## config.mk

```make
export PLATFORM = sky130hd
export DESIGN_NAME = store_buffer
export DESIGN_NICKNAME = d
export VERILOG_FILES = /design/src/rtl/store_buffer_pkg.sv /design/src/rtl/store_buffer_match.sv /design/src/rtl/store_buffer.sv
export SDC_FILE = /design/constraint.sdc
export NUM_CORES = 1
export LEC_CHECK = 0
export CORE_MARGIN = 2
export CORE_UTILIZATION = 50
export CTS_CLUSTER_DIAMETER = 150
export DETAILED_ROUTE_END_ITERATION = 12
export PLACE_DENSITY = 0.74
export SLEW_MARGIN = 20
export SYNTH_ARGS = -nofsm -noshare
export SYNTH_HDL_FRONTEND = slang
export SYNTH_HIERARCHICAL = 1
export SYNTH_SLANG_ARGS = --single-unit
```

## constraint.sdc

```tcl
create_clock -name clock -period 23.9 [get_ports clock]
set_clock_uncertainty 0.1 [all_clocks]
set_input_delay 3.585 -clock clock [delete_from_list [all_inputs] [get_ports clock]]
set_output_delay 3.585 -clock clock [all_outputs]
set_load 0.05 [all_outputs]
```

## src/rtl/store_buffer_pkg.sv

```systemverilog
// Shared definitions for the stage-3/stage-4 store buffer: entry layout,
// store type encodings and the word-granular address comparison.
package store_buffer_pkg;

    localparam int XLEN = 32;

    localparam logic [2:0] ST_SB = 3'b000;
    localparam logic [2:0] ST_SH = 3'b001;
    localparam logic [2:0] ST_SW = 3'b010;

    typedef struct packed {
        logic [XLEN-1:0] addr;
        logic [XLEN-1:0] data;
        logic [2:0]      stype;
    } store_entry_t;

    // Conservative ordering check: any overlap within the same 32-bit word counts.
    function automatic logic same_word(input logic [XLEN-1:0] a, input logic [XLEN-1:0] b);
        return (a[XLEN-1:2] == b[XLEN-1:2]);
    endfunction

endpackage

```

## src/rtl/store_buffer_match.sv

```systemverilog
// Combinational load-vs-pending-store comparator; only occupied entries can hit.
module store_buffer_match
    import store_buffer_pkg::*;
#(
    parameter int DEPTH = 4
) (
    input  logic [XLEN-1:0]            ld_addr,
    input  logic [DEPTH-1:0][XLEN-1:0] addrs,
    input  logic [DEPTH-1:0]           occupied,
    output logic                       hit
);

    logic unused_low_s;

    // OR-reduce the per-entry word matches; byte offsets never take part.
    always_comb begin
        hit          = 1'b0;
        unused_low_s = ^ld_addr[1:0];
        for (int i = 0; i < DEPTH; i++) begin
            unused_low_s = unused_low_s ^ (^addrs[i][1:0]);
            if (occupied[i] && same_word(addrs[i], ld_addr)) begin
                hit = 1'b1;
            end else begin
                hit = hit;
            end
        end
    end

endmodule

```

## src/rtl/store_buffer.sv

```systemverilog
// In-order store buffer between execute and data memory: stores retire here
// and drain one per cycle whenever the stage-4 load is not using the port.
module store_buffer
    import store_buffer_pkg::*;
#(
    parameter int DEPTH = 4
) (
    input  logic                         clock,
    input  logic                         reset,
    input  logic                         st_valid,
    input  logic [XLEN-1:0]              st_addr,
    input  logic [XLEN-1:0]              st_data,
    input  logic [2:0]                   st_type,
    output logic                         st_ready,
    input  logic                         ld_valid,
    input  logic [XLEN-1:0]              ld_addr,
    output logic                         ld_stall,
    input  logic                         drain_all,
    output logic                         mem_write,
    output logic [XLEN-1:0]              mem_addr,
    output logic [XLEN-1:0]              mem_data,
    output logic [2:0]                   mem_type,
    output logic [$clog2(DEPTH+1)-1:0]   count,
    output logic                         empty
);

    localparam int PTR_W = $clog2(DEPTH);
    localparam int CNT_W = $clog2(DEPTH + 1);

    store_entry_t [DEPTH-1:0]     entries_r;
    logic [PTR_W-1:0]             head_r;
    logic [PTR_W-1:0]             tail_r;
    logic [CNT_W-1:0]             count_r;

    logic [DEPTH-1:0]             occupied_s;
    logic [DEPTH-1:0][XLEN-1:0]   addrs_s;
    logic [PTR_W-1:0]             offset_s;
    logic                         hit_s;
    logic                         full_s;
    logic                         empty_s;
    logic                         push_s;
    logic                         pop_s;

    // An entry is live when its distance from head (mod DEPTH) is below count.
    always_comb begin
        occupied_s = '0;
        addrs_s    = '0;
        offset_s   = '0;
        for (int i = 0; i < DEPTH; i++) begin
            offset_s      = PTR_W'(i) - head_r;
            occupied_s[i] = (CNT_W'(offset_s) < count_r);
            addrs_s[i]    = entries_r[i].addr;
        end
    end

    store_buffer_match #(
        .DEPTH    (DEPTH)
    ) u_match (
        .ld_addr  (ld_addr),
        .addrs    (addrs_s),
        .occupied (occupied_s),
        .hit      (hit_s)
    );

    // Handshake and drain decisions; a stalled load frees the port so draining cannot deadlock.
    always_comb begin
        full_s   = (count_r == CNT_W'(DEPTH));
        empty_s  = (count_r == {CNT_W{1'b0}});
        st_ready = !full_s && !drain_all;
        ld_stall = ld_valid && hit_s;
        push_s   = st_valid && st_ready;
        pop_s    = !empty_s && (drain_all || !ld_valid || ld_stall);
        if (pop_s) begin
            mem_write = 1'b1;
        end else begin
            mem_write = 1'b0;
        end
    end

    // FIFO storage, pointers and occupancy.
    always_ff @(posedge clock or posedge reset) begin
        if (reset) begin
            entries_r <= '0;
            head_r    <= '0;
            tail_r    <= '0;
            count_r   <= '0;
        end else begin
            if (push_s) begin
                entries_r[tail_r] <= '{addr: st_addr, data: st_data, stype: st_type};
                tail_r            <= tail_r + PTR_W'(1);
            end
            if (pop_s) begin
                head_r <= head_r + PTR_W'(1);
            end
            case ({push_s, pop_s})
                2'b10:   count_r <= count_r + CNT_W'(1);
                2'b01:   count_r <= count_r - CNT_W'(1);
                default: count_r <= count_r;
            endcase
        end
    end

    assign mem_addr = entries_r[head_r].addr;
    assign mem_data = entries_r[head_r].data;
    assign mem_type = entries_r[head_r].stype;
    assign count    = count_r;
    assign empty    = empty_s;

endmodule

```

; Word level (Yosys, flattened, before mapping)
; Index checks and enable logic that the tools add are counted.
[classes]
add_sub_neg = 8
n_eq_ne = 7
mux = 11
n_lt_le_gt_ge = 7
n_reduce_logical = 17
[ops]
columns = op, count
row1 = $bwmux 268, 1
row2 = $bmux 67 s2, 1
row3 = $demux 67 s2, 1
row4 = $mux 67, 2
row5 = $eq 30x30->1, 4
row6 = $lt 2x3->1, 4
row7 = $logic_and 1x1->1, 9
row8 = $lt 2x3->1 const B, 2
row9 = $pmux 3 s2, 1
row10 = $mux 1, 5
row11 = $add 2x1->2 const B, 2
row12 = $logic_not 1->1, 4
row13 = $sub 1x2->2 const A, 2
row14 = $sub 2x2->2 const A, 2
row15 = $add 3x1->3 const B, 1
row16 = $eq 3x3->1 const B, 1
row17 = $logic_not 3->1, 1
row18 = $sub 3x1->3 const B, 1
row19 = $eq 2x1->1 const B, 1
row20 = $eq 2x2->1 const B, 1
row21 = $ge 2x1->1 const B, 1
row22 = $logic_or 1x1->1, 2
row23 = $reduce_bool 2->1, 1
[word_totals]
ff_bits = 275
in_bits = 104

; Logic depth before layout (Yosys ltp)
; Gate-level depths: netlist (run 1).
[depth]
word_depth = 12
mapped_depth = 19
ltp_nobuf = 17

; By module
; The synthesis (run 1) kept the hierarchy.
[modules_own_cells]
columns = module, cells_per_inst, n_inst, area_each_um2, seq_area_each_um2
row1 = store_buffer, 708, 1, 12458.2, 6881.6
row2 = store_buffer_match, 170, 1, 1425.1, 0.0

; Least setup slack after synthesis (run 1)
; Ideal clock, no wire load.
[synth_path]
path_kind = in2out
startpoint = in ld_addr[12]
endpoint = out mem_write
arrival_ps = 5343
cell_stages = 8
n_path_buf = 1
setup_slack_ps = 14872
required_time_ps = 20215
path_cell_list = clkbuf_1 > xnor2_1 > nand4_1 > nor4_1 > nand4_1 > nand4_1 > nor2_1 > a21oi_1
[synth_via]
elab_chain_len = 10
elab_cells_between_ends = 16
cone_classes = 4 x eq/ne / 5 x mux / 7 x reduce/logical
[synth_lines]
columns = item, line_no
row1 = "start, declared", store_buffer.sv:16  ; input logic [XLEN-1:0] ld_addr,
row2 = $eq 30x30->1, store_buffer_pkg.sv:19  ; return (a[XLEN-1:2] == b[XLEN-1:2]);
row3 = $logic_and 1x1->1, store_buffer_match.sv:21  ; if (occupied[i] && same_word(addrs[i], ld_addr)) begin
row4 = $mux 1 (3 in series), store_buffer_match.sv:21
row5 = $mux 1 *, store_buffer_match.sv:21
row6 = named net hit_s, store_buffer.sv:38  ; logic hit_s;
row7 = $logic_and 1x1->1 *, store_buffer.sv:70  ; ld_stall = ld_valid && hit_s;
row8 = $logic_or 1x1->1 *, store_buffer.sv:72  ; pop_s = !empty_s && (drain_all || !ld_valid || ld_stall);
row9 = $logic_and 1x1->1 *, store_buffer.sv:72
row10 = $mux 1 *, store_buffer.sv:73  ; if (pop_s) begin
row11 = "end, declared", store_buffer.sv:19  ; output logic mem_write,
; The timed path passes the listed nets; every way through them passes the cells marked *.

; Worst setup path in the final report (run 1)
[layout_path]
startpoint = in ld_addr[27]
endpoint = out mem_write
; Same word-level chain as after synthesis.

==> results of run 1 <==
-- cells in the mapped netlist, drive strengths merged --
cell type	number	area [sq um]
ha	9	112.6
mux2	269	3367
nor3	2	15.01
nor2	3	11.26
buf	45	336.6
fa	1	20.02
and4bb	3	37.54
a211oi	1	7.510
nand4	25	156.4
mux2i	1	10.01
xnor2	81	739.5
xor2	46	402.9
and2	1	6.260
mux4	67	1509
clkbuf	9	35.03
nand2b	1	6.260
dfrtp	275	6882
nand2	2	7.510
o21bai	1	7.510
inv	10	37.54
or2	3	18.77
nor3b	2	26.28
nor4	16	106.4
a21oi	5	25.02
-- how the worst max path moves through the flow --
stage,end,depth (start not counted),slack [ns],startpoint
2_1_floorplan,addrs_s[0],1,12.63,reset
3_3_place_gp,mem_write,9,13.51,ld_addr[27]
3_5_place_dp,mem_write,9,13.49,ld_addr[27]
4_1_cts,mem_write,9,13.45,ld_addr[8]
5_1_grt,mem_write,9,13.25,ld_addr[27]
6_report,mem_write,9,13.43,ld_addr[27]
-- registers in the layout, indices dropped and copies added (netlist names) --
register	cells
count	3
tail_r	2
entries_r	140
addrs_s	128
head_r	2
-- power groups by stage --
stage | Clock (mW) | Combinational (mW) | Sequential (mW)
CTS | 0.461 | 1.50 | 0.900
global placement | 0 | 1.48 | 0.895
floorplan | 0 | 1.14 | 0.834
global route | 0.481 | 1.56 | 0.934
finish | 0.450 | 1.49 | 0.898
detailed placement | 0 | 1.50 | 0.904
-- routing by layer --
metal | vias up | share of wire | GRT usage
li1 | 3536 | - | -
met1 | 4309 | 0.46 | 0.3359
met2 | 226 | 0.45 | 0.3410
met3 | 46 | 0.069 | 0.04418
met4 | 2 | 0.020 | 0.05128
met5 | - | 0.00040 | 0
-- cell usage in the layout (no fill, tap or decap), types with 2 or more instances in the layout --
cell	instances
mux2_4	90
clkdlybuf4s50_1	175
clkbuf_8	5
clkbuf_16	30
diode_2	3
clkinv_2	8
mux4_2	67
dfrtp_4	2
and4bb_4	3
xor2_1	46
xnor2_1	77
xnor2_2	4
nand2_1	2
clkbuf_1	7
buf_4	7
dfrtp_1	273
inv_1	9
mux2_2	179
or2_2	3
nand4_1	25
ha_1	9
a21oi_1	5
nor2_1	3
bufinv_16	2
nor4_1	15
-- cell families (layout without fill, tap and decap cells) --
kind of cell	Yosys count	in the layout	synth area share
muxes	337	337	0.3519
buffers and inverters	64	246	0.02947
adders and majority gates	10	10	0.009553
and+or+nand+nor	58	58	0.02821
AOI/OAI and AO/OA	7	7	0.002884
other	0	3	0
xor gates and xnor gates	127	127	0.08228
DFF	275	275	0.4957
-- worst reg2reg max path: cells and delay by family (launching register included) --
family	cells	cell delay, ns
XOR/XNOR	2	0.29
adder cells (fa/ha/maj)	3	0.92
AND/OR/NAND/NOR	6	1.01
AO/OA/AOI/OAI	2	0.54
flip-flops	1	0.71
buffers and inverters	2	0.49
-- per-stage QoR --
step           std cells  instance area, sq um  utilization  total power [mW]
2_1_floorplan        878                 13880            -             1.975
3_3_place_gp        1379                 15830       0.5843             2.378
3_5_place_dp        1379                 15830       0.5843             2.399
4_1_cts             1432                 16800       0.6198             2.862
5_1_grt             1432                 16800       0.6198             2.978
6_report            1435                 16800       0.6200             2.839
-- cell type report --
cell class	count	area share
diodes	3	0.0004468
clock inverters	11	0.006925
multi-input cells	539	0.3934
inverters	10	0.002681
flip-flops and latches	275	0.4100
repair buffers	183	0.1086
clock buffers	42	0.05034
well taps	372	0.02770
==> impl_metrics.env, run 1 <==
export IMPL_clkPwrFrac=0.159
export IMPL_first_iter_violations=558
export IMPL_worst_pin_slew_ns=0.9744
export IMPL_coreArea_sq_um=27100
export IMPL_p_comb_frac=0.525
export IMPL_grt_start_max_net_pins=151
export IMPL_critPathBufInv=2
export IMPL_dieArea_sq_um=29120
export IMPL_synth_nets=992
export IMPL_ys_ff_latch=275
export IMPL_period_share=0.4381
export IMPL_rr_endpoint="count[2]"
export IMPL_clk_pin_slew_ns=0.06
export IMPL_antenna_left=0
export IMPL_gp_congestion=0.8739
export IMPL_cap_viol_max_count=0
export IMPL_setup_violations=0
export IMPL_netlist_area_sq_um=13880
export IMPL_drc=0
export IMPL_crit_arrival_ns=6.79
export IMPL_setup_slack_ns=13.43
export IMPL_first_pass_iters=4
export IMPL_ys_warn_count=6
export IMPL_grt_pass1_wl_mm=50.16
export IMPL_max_vdd_ir_drop_uv=126.0
export IMPL_cts_htree_levels=1
export IMPL_power_density_nw_per_um2=168.9
export IMPL_layout_min_cycle_time_ns=10.47
export IMPL_cts_resized=0
export IMPL_vias=8119
export IMPL_post_drt_wl_per_cell_microns=22.37
export IMPL_cts_tree="done"
export IMPL_rsz0062_at_grt="no"
export IMPL_hold_buffers=0
export IMPL_hp_class="flip-flop to flip-flop"
export IMPL_dieWidth_microns=170.6
export IMPL_nNetsFinal=1153
export IMPL_ff2ff_path_depth=15
export IMPL_p_switching_mw=1.154
export IMPL_crit_family="buffers and inverters"
export IMPL_viasPerCell=5.658
export IMPL_dp_slack_ns=13.49
export IMPL_fmax_mhz=95.50
export IMPL_seq_power_share=0.316
export IMPL_min_delay_path_depth=1
export IMPL_post_cts_buffers=0
export IMPL_clock_root_buffer="clkbuf_16"
export IMPL_place_hpwl_mm=20.91
export IMPL_grt_pass1_vias=8459
export IMPL_r2r_slack_ns=19.76
export IMPL_cp_start_kind="input pin"
export IMPL_p_int_mw=1.685
export IMPL_initial_utilization=0.5123
export IMPL_antenna_found_initial=3
export IMPL_cp_required_ns=20.22
export IMPL_cp_common_cell="nand4_1"
export IMPL_fillCellCount=2042
export IMPL_rows=60
export IMPL_pin_count=178
export IMPL_final_seq_area_sq_um=6889
export IMPL_ys_seq_area_frac=0.4957
export IMPL_crit_chain="clkdlybuf4s50_1, xnor2_1, nand4_1, nor4_1, nand4_1, nand4_1, nor2_1, a21oi_1, clkdlybuf4s50_1"
export IMPL_grt_overflow=0
export IMPL_worstHoldEndpoint="entries_r[139]"
export IMPL_wl_mm=32.11
export IMPL_synth_distinct_cells=32
export IMPL_avgSynthCellArea_sq_um=15.81
export IMPL_clk_insertion_delay_late_ns=0.56
export IMPL_max_slew_margin_rel=0.3504
export IMPL_cellLeakagePower_nw=6.851
export IMPL_finalHoldViolations=0
export IMPL_end_kind="output pin"
export IMPL_worstPathMaxFanout=4
export IMPL_timing_hold_ws_ns=0.4002
export IMPL_slowest_delay_ns=0.89
export IMPL_slew_viol_final=0
export IMPL_drive_above_1_share=0.3830
export IMPL_grt_use_total=0.2247
export IMPL_fin_tns_setup_ns=0
export IMPL_multi_input_area_sq_um=6610
export IMPL_r2r_start="head_r[1]"
export IMPL_cts_max_path_buffers=3
export IMPL_clock_sinks=275
export IMPL_setup_worst_path_class="input pin to output pin"
export IMPL_die_h_microns=170.6
export IMPL_worstHoldStart="entries_r[139]"
export IMPL_switching_share=0.4065
export IMPL_cts_inserted_buffers=30
export IMPL_crit_slowest_cell="clkdlybuf4s50_1"
export IMPL_syn_inst=878
export IMPL_area_growth_pct=21.03
export IMPL_portBuffers=175
export IMPL_status="finished clean"
Power figures use the tool's default switching activity.
==> run 2, diff against run 1 <==
Clock period 23.9 ns to 10.94 ns, I/O delays scaled along.
==> run 2 against run 1 <==
  * Flip-flop and latch count stayed put
  * Register-to-register slack worse by 13 ns
  * Highest routed layer unchanged
  * Power is 120% higher
  * First-iteration DRC count is 12% lower
  * Final area is 0.85% higher
  * Combinational power is 120% higher
  * Largest power group unchanged
  * Cell count is 0.28% higher
==> impl_metrics.env, run 2 (synthesis results as in run 1) <==
export IMPL_status="finished clean"
export IMPL_viasPerCell=5.634
export IMPL_grt_pass1_wl_mm=51.26
export IMPL_cp_required_ns=9.20
export IMPL_cap_viol_max_count=0
export IMPL_cp_common_cell="nand4_1"
export IMPL_wl_mm=32.70
export IMPL_cts_tree="done"
export IMPL_max_slew_margin_rel=0.3731
export IMPL_clk_pin_slew_ns=0.06
export IMPL_multi_input_area_sq_um=6610
export IMPL_final_seq_area_sq_um=6889
export IMPL_slew_viol_final=0
export IMPL_rows=60
export IMPL_power_density_nw_per_um2=373.9
export IMPL_post_drt_wl_per_cell_microns=22.72
export IMPL_largest_register_ffs=140
export IMPL_post_cts_buffers=0
export IMPL_rsz0062_at_grt="no"
export IMPL_dieWidth_microns=170.6
export IMPL_max_vdd_ir_drop_uv=220.7
export IMPL_dieArea_sq_um=29120
export IMPL_fmax_mhz=150.6
export IMPL_clock_sinks=275
export IMPL_finalHoldViolations=0
export IMPL_clock_root_buffer="clkbuf_16"
export IMPL_fillCellCount=2050
export IMPL_dp_slack_ns=4.418
export IMPL_area_growth_pct=22.06
export IMPL_setup_violations=0
export IMPL_timing_hold_ws_ns=0.4040
export IMPL_worstPathMaxFanout=4
export IMPL_grt_start_max_net_pins=88
export IMPL_setup_slack_ns=4.301
export IMPL_nNetsFinal=1155
export IMPL_met3WireLength_mm=1.876
export IMPL_p_total_mw=6.337
export IMPL_regMostFlops="entries_r"
export IMPL_antenna_left=0
export IMPL_mostFrequentLayoutCell="dfrtp_1"
export IMPL_top_layer="met5"
export IMPL_grt_pass1_vias=8645
export IMPL_worst_pin_slew_ns=0.9403
export IMPL_place_hpwl_mm=21.63
export IMPL_layout_min_cycle_time_ns=6.639
export IMPL_hold_buffers=0
export IMPL_end_kind="output pin"
export IMPL_drc=0
export IMPL_drive_above_1_share=0.3891
export IMPL_crit_family="buffers and inverters"
export IMPL_cts_inserted_buffers=30
export IMPL_first_pass_iters=4
export IMPL_placed_area_sq_um=15840
export IMPL_period_share=0.6068
export IMPL_cp_start_kind="input pin"
export IMPL_critPathBufInv=2
export IMPL_crit_arrival_ns=4.90
export IMPL_drt_met1_wl_mm=15.37
export IMPL_initial_utilization=0.5123
export IMPL_gp_congestion=0.8673
export IMPL_cts_max_path_buffers=3
export IMPL_cts_resized=0
export IMPL_portBuffers=175
export IMPL_pin_count=178
export IMPL_layout_common_cells="dfrtp_1, mux2_2, clkdlybuf4s50_1"
export IMPL_setup_worst_path_class="input pin to output pin"
export IMPL_slowest_delay_ns=0.90
export IMPL_grt_use_total=0.2298
export IMPL_cts_htree_levels=1
export IMPL_met2_length_mm=14.86
export IMPL_vias=8107
export IMPL_hp_class="flip-flop to flip-flop"
export IMPL_grt_overflow=0
export IMPL_crit_chain="clkdlybuf4s50_1, xnor2_1, nand4_1, nor4_1, nand4_1, nand4_1, nor2_1, a21oi_1, clkdlybuf4s50_1"
export IMPL_first_iter_violations=490
export IMPL_die_h_microns=170.6
export IMPL_fin_tns_setup_ns=0
export IMPL_coreArea_sq_um=27100
export IMPL_fin_area_sq_um=16950
export IMPL_cellLeakagePower_nw=6.916
export IMPL_crit_slowest_cell="clkdlybuf4s50_1"
export IMPL_clk_insertion_delay_late_ns=0.55
export IMPL_antenna_found_initial=6
run 2: cell count changes in the layout (fill, tap and decap cells not counted):
cell / change
clkbuf_1: -4
bufinv_16: +2
clkinv_2: -5
buf_4: +3
clkbuf_8: +7
clkinvlp_4: +2
buf_12: -1
clkinv_8: -1
clkbuf_16: +1
run 2: routing by layer:
| layer | GRT usage | vias up |
|---|---|---|
| met2 | 0.3487 | 215 |
| met5 | 0 | - |
| met4 | 0.04534 | 6 |
| li1 | - | 3547 |
| met1 | 0.3449 | 4298 |
| met3 | 0.04742 | 41 |
run 2: worst paths after layout:
kind | startpoint | endpoint | slack, ns | cells past startpoint
max | ld_addr[22] | mem_write | 4.30 | 9
min | entries_r[202] | entries_r[202] | 0.40 | 1
max reg2reg | head_r[0] | count[2] | 6.95 | 17
min reg2reg | entries_r[202] | entries_r[202] | 0.40 | 1
max in group asynchronous | reset | head_r[0] | 7.20 | 4
min in group asynchronous | reset | entries_r[85] | 1.46 | 2
run 2: report_power, final:
group / internal, mW / switching, mW / total (mW)
combinational: 1.56 / 1.71 / 3.28
clock: 0.689 / 0.411 / 1.10
sequential: 1.54 / 0.421 / 1.96
total: 3.79 / 2.55 / 6.34
run 2: stage by stage:
stage | instances | utilization
after floorplan | 878 | -
after global placement | 1381 | 0.5843
after detailed placement | 1381 | 0.5843
after CTS | 1436 | 0.6250
after global routing | 1437 | 0.6251
final | 1439 | 0.6253
run 2: worst reg2reg max path, cell delays in order (launching register included):
cell and delay (ns):
dfrtp_4 0.83, xnor2_1 0.23, inv_1 0.07, ha_1 0.27
a21oi_1 0.12, or2_2 0.13, nand4_1 0.07, nor4_1 0.19
nand4_1 0.12, nand4_1 0.23, nor2_1 0.10, a21oi_1 0.36
ha_1 0.26, inv_1 0.06, fa_1 0.37, xor2_1 0.15
nor2_1 0.13, xor2_1 0.15
run 2: area by class of cell:
type	count	area share
clock buffers	46	0.05619
multi-input cells	539	0.3901
flip-flops and latches	275	0.4065
well taps	372	0.02747
diodes	3	0.0004430
clock inverters	9	0.008860
repair buffers	185	0.1078
inverters	10	0.002658
==> run 3, diff against run 2 <==
Clock period 10.94 ns to 6.95 ns, I/O delays scaled along.
==> run 3 against run 2 <==
  * Sequential share of layout area is 0.37 points higher
  * Highest routed layer unchanged
  * Largest power group unchanged
  * Critical endpoint unchanged
  * Wire length grew 0.27%
  * Non-clock buffer count shrank 1
  * Combinational power rose by 56%
  * Count of clock-buffer cells in the layout decreased by 3
  * Die area stayed put
  * Hold slack lost 0.0040 ns
  * Register-to-register slack got worse by 4.1 ns
  * Sequential power grew 59%
  * Critical path depth rose by 1
==> impl_metrics.env, run 3 (synthesis results as in run 1) <==
export IMPL_status="finished clean"
export IMPL_hold_buffers=0
export IMPL_hp_class="flip-flop to flip-flop"
export IMPL_place_hpwl_mm=21.35
export IMPL_timing_critical_path_from="head_r[1]"
export IMPL_clk_insertion_delay_late_ns=0.55
export IMPL_viasPerCell=5.634
export IMPL_fin_util=0.6197
export IMPL_portBuffers=175
export IMPL_fillCellCount=2023
export IMPL_worstHoldStart="entries_r[166]"
export IMPL_clk_pin_slew_ns=0.06
export IMPL_cellLeakagePower_nw=6.848
export IMPL_grt_use_total=0.2313
export IMPL_cts_tree="done"
export IMPL_cp_common_cell="nand4_1"
export IMPL_end_kind="output pin"
export IMPL_cp_start_kind="flip-flop"
export IMPL_antenna_left=0
export IMPL_cts_max_path_buffers=3
export IMPL_slew_viol_final=0
export IMPL_die_h_microns=170.6
export IMPL_max_slew_margin_rel=0.2570
export IMPL_vias=8073
export IMPL_cap_viol_max_count=0
export IMPL_rows=60
export IMPL_grt_pass1_wl_mm=51.09
export IMPL_final_seq_area_sq_um=6889
export IMPL_worstPathMaxFanout=48
export IMPL_grt_start_max_net_pins=176
export IMPL_power_density_nw_per_um2=580.8
export IMPL_crit_arrival_ns=4.27
export IMPL_num_antenna_cells=0
export IMPL_wl_mm=32.78
export IMPL_setup_violations=0
export IMPL_rr_endpoint="count[2]"
export IMPL_grt_pass1_vias=8526
export IMPL_drive_above_1_share=0.3845
export IMPL_clock_sinks=275
export IMPL_finalHoldViolations=0
export IMPL_worst_pin_slew_ns=1.114
export IMPL_setup_worst_path_class="flip-flop to output pin"
export IMPL_grt_overflow=0
export IMPL_nNetsFinal=1153
export IMPL_regMostFlops="entries_r"
export IMPL_crit_slowest_cell="clkdlybuf4s50_1"
export IMPL_cts_htree_levels=1
export IMPL_crit_chain="buf_4, ha_1, o21bai_1, nand4_1, nor4_1, nand4_1, nand4_1, nor2_1, a21oi_1, clkdlybuf4s50_1"
export IMPL_cts_inserted_buffers=29
export IMPL_post_cts_buffers=0
export IMPL_fin_tns_setup_ns=0
export IMPL_post_drt_wl_per_cell_microns=22.88
export IMPL_worstHoldEndpoint="entries_r[166]"
export IMPL_dieArea_sq_um=29120
export IMPL_period_share=0.7789
export IMPL_fmax_mhz=184.7
export IMPL_layout_min_cycle_time_ns=5.413
export IMPL_cp_required_ns=5.81
export IMPL_initial_utilization=0.5123
export IMPL_ff2ff_path_depth=15
export IMPL_first_iter_violations=547
export IMPL_drc=0
export IMPL_gp_congestion=0.9169
export IMPL_clock_root_buffer="clkbuf_16"
export IMPL_pin_count=178
export IMPL_min_delay_path_depth=1
export IMPL_largest_register_ffs=140
export IMPL_mostFrequentLayoutCell="dfrtp_1"
export IMPL_dieWidth_microns=170.6
export IMPL_coreArea_sq_um=27100
export IMPL_multi_input_area_sq_um=6610
export IMPL_slowest_delay_ns=0.90
export IMPL_layout_common_cells="dfrtp_1, mux2_2, clkdlybuf4s50_1"
export IMPL_antenna_found_initial=2
export IMPL_r2r_slack_ns=2.83
export IMPL_first_pass_iters=5
export IMPL_cts_resized=0
export IMPL_rsz0062_at_grt="no"
export IMPL_max_vdd_ir_drop_uv=488.0
export IMPL_area_growth_pct=20.97
export IMPL_r2r_start="head_r[1]"
## run 3: through the flow
stage	power [mW]	area (sq um)	setup WS, ns	instances	hold slack, ns
finish	9.754	16790	1.537	1433	0.3999
global route	10.23	16790	1.251	1433	0.4140
CTS	9.831	16770	1.520	1432	0.4039
detailed placement	8.265	15830	1.719	1379	0.3871
global placement	8.184	15830	1.699	1379	0.3836
floorplan	6.791	13890	2.170	878	0.3751
## run 3: how the worst max path moves through the flow
stage                            end  slack [ns]  cells past startpoint
after floorplan           addrs_s[0]        2.17                      1
after global placement     mem_write        1.70                      9
after detailed placement   mem_write        1.72                      9
after CTS                  mem_write        1.52                     10
after global routing       mem_write        1.25                     11
final                      mem_write        1.54                     10
## run 3: area by class of cell
class	instances	area share
sequential	275	0.4102
multi-input combinational	539	0.3936
timing repair buffer	184	0.1103
clock buffer	43	0.05111
tap	372	0.02771
clock inverter	10	0.004693
inverter	10	0.002458
## run 3: worst max-delay path: cells and delay by family (launching register included)
kind	cells	cell delay (ns)
buffers and inverters	2	1.36
flip-flops	1	0.64
adder cells (fa/ha/maj)	1	0.31
AO/OA/AOI/OAI	2	0.54
AND/OR/NAND/NOR	5	0.85
## run 3: per-layer routing
metal / vias up / part of all wire / global-route usage
met4: 4 / 0.023 / 0.05723
met1: 4242 / 0.46 / 0.3428
li1: 3544 / - / -
met5: - / 0.00076 / 0
met3: 47 / 0.067 / 0.05482
met2: 236 / 0.45 / 0.3450
## run 3: power breakdown
group	internal [mW]	switching (mW)	total (mW)	leakage, nW
clock	0.887	0.636	1.52	0.472
sequential	2.42	0.688	3.11	3.31
combinational	2.46	2.66	5.13	3.07
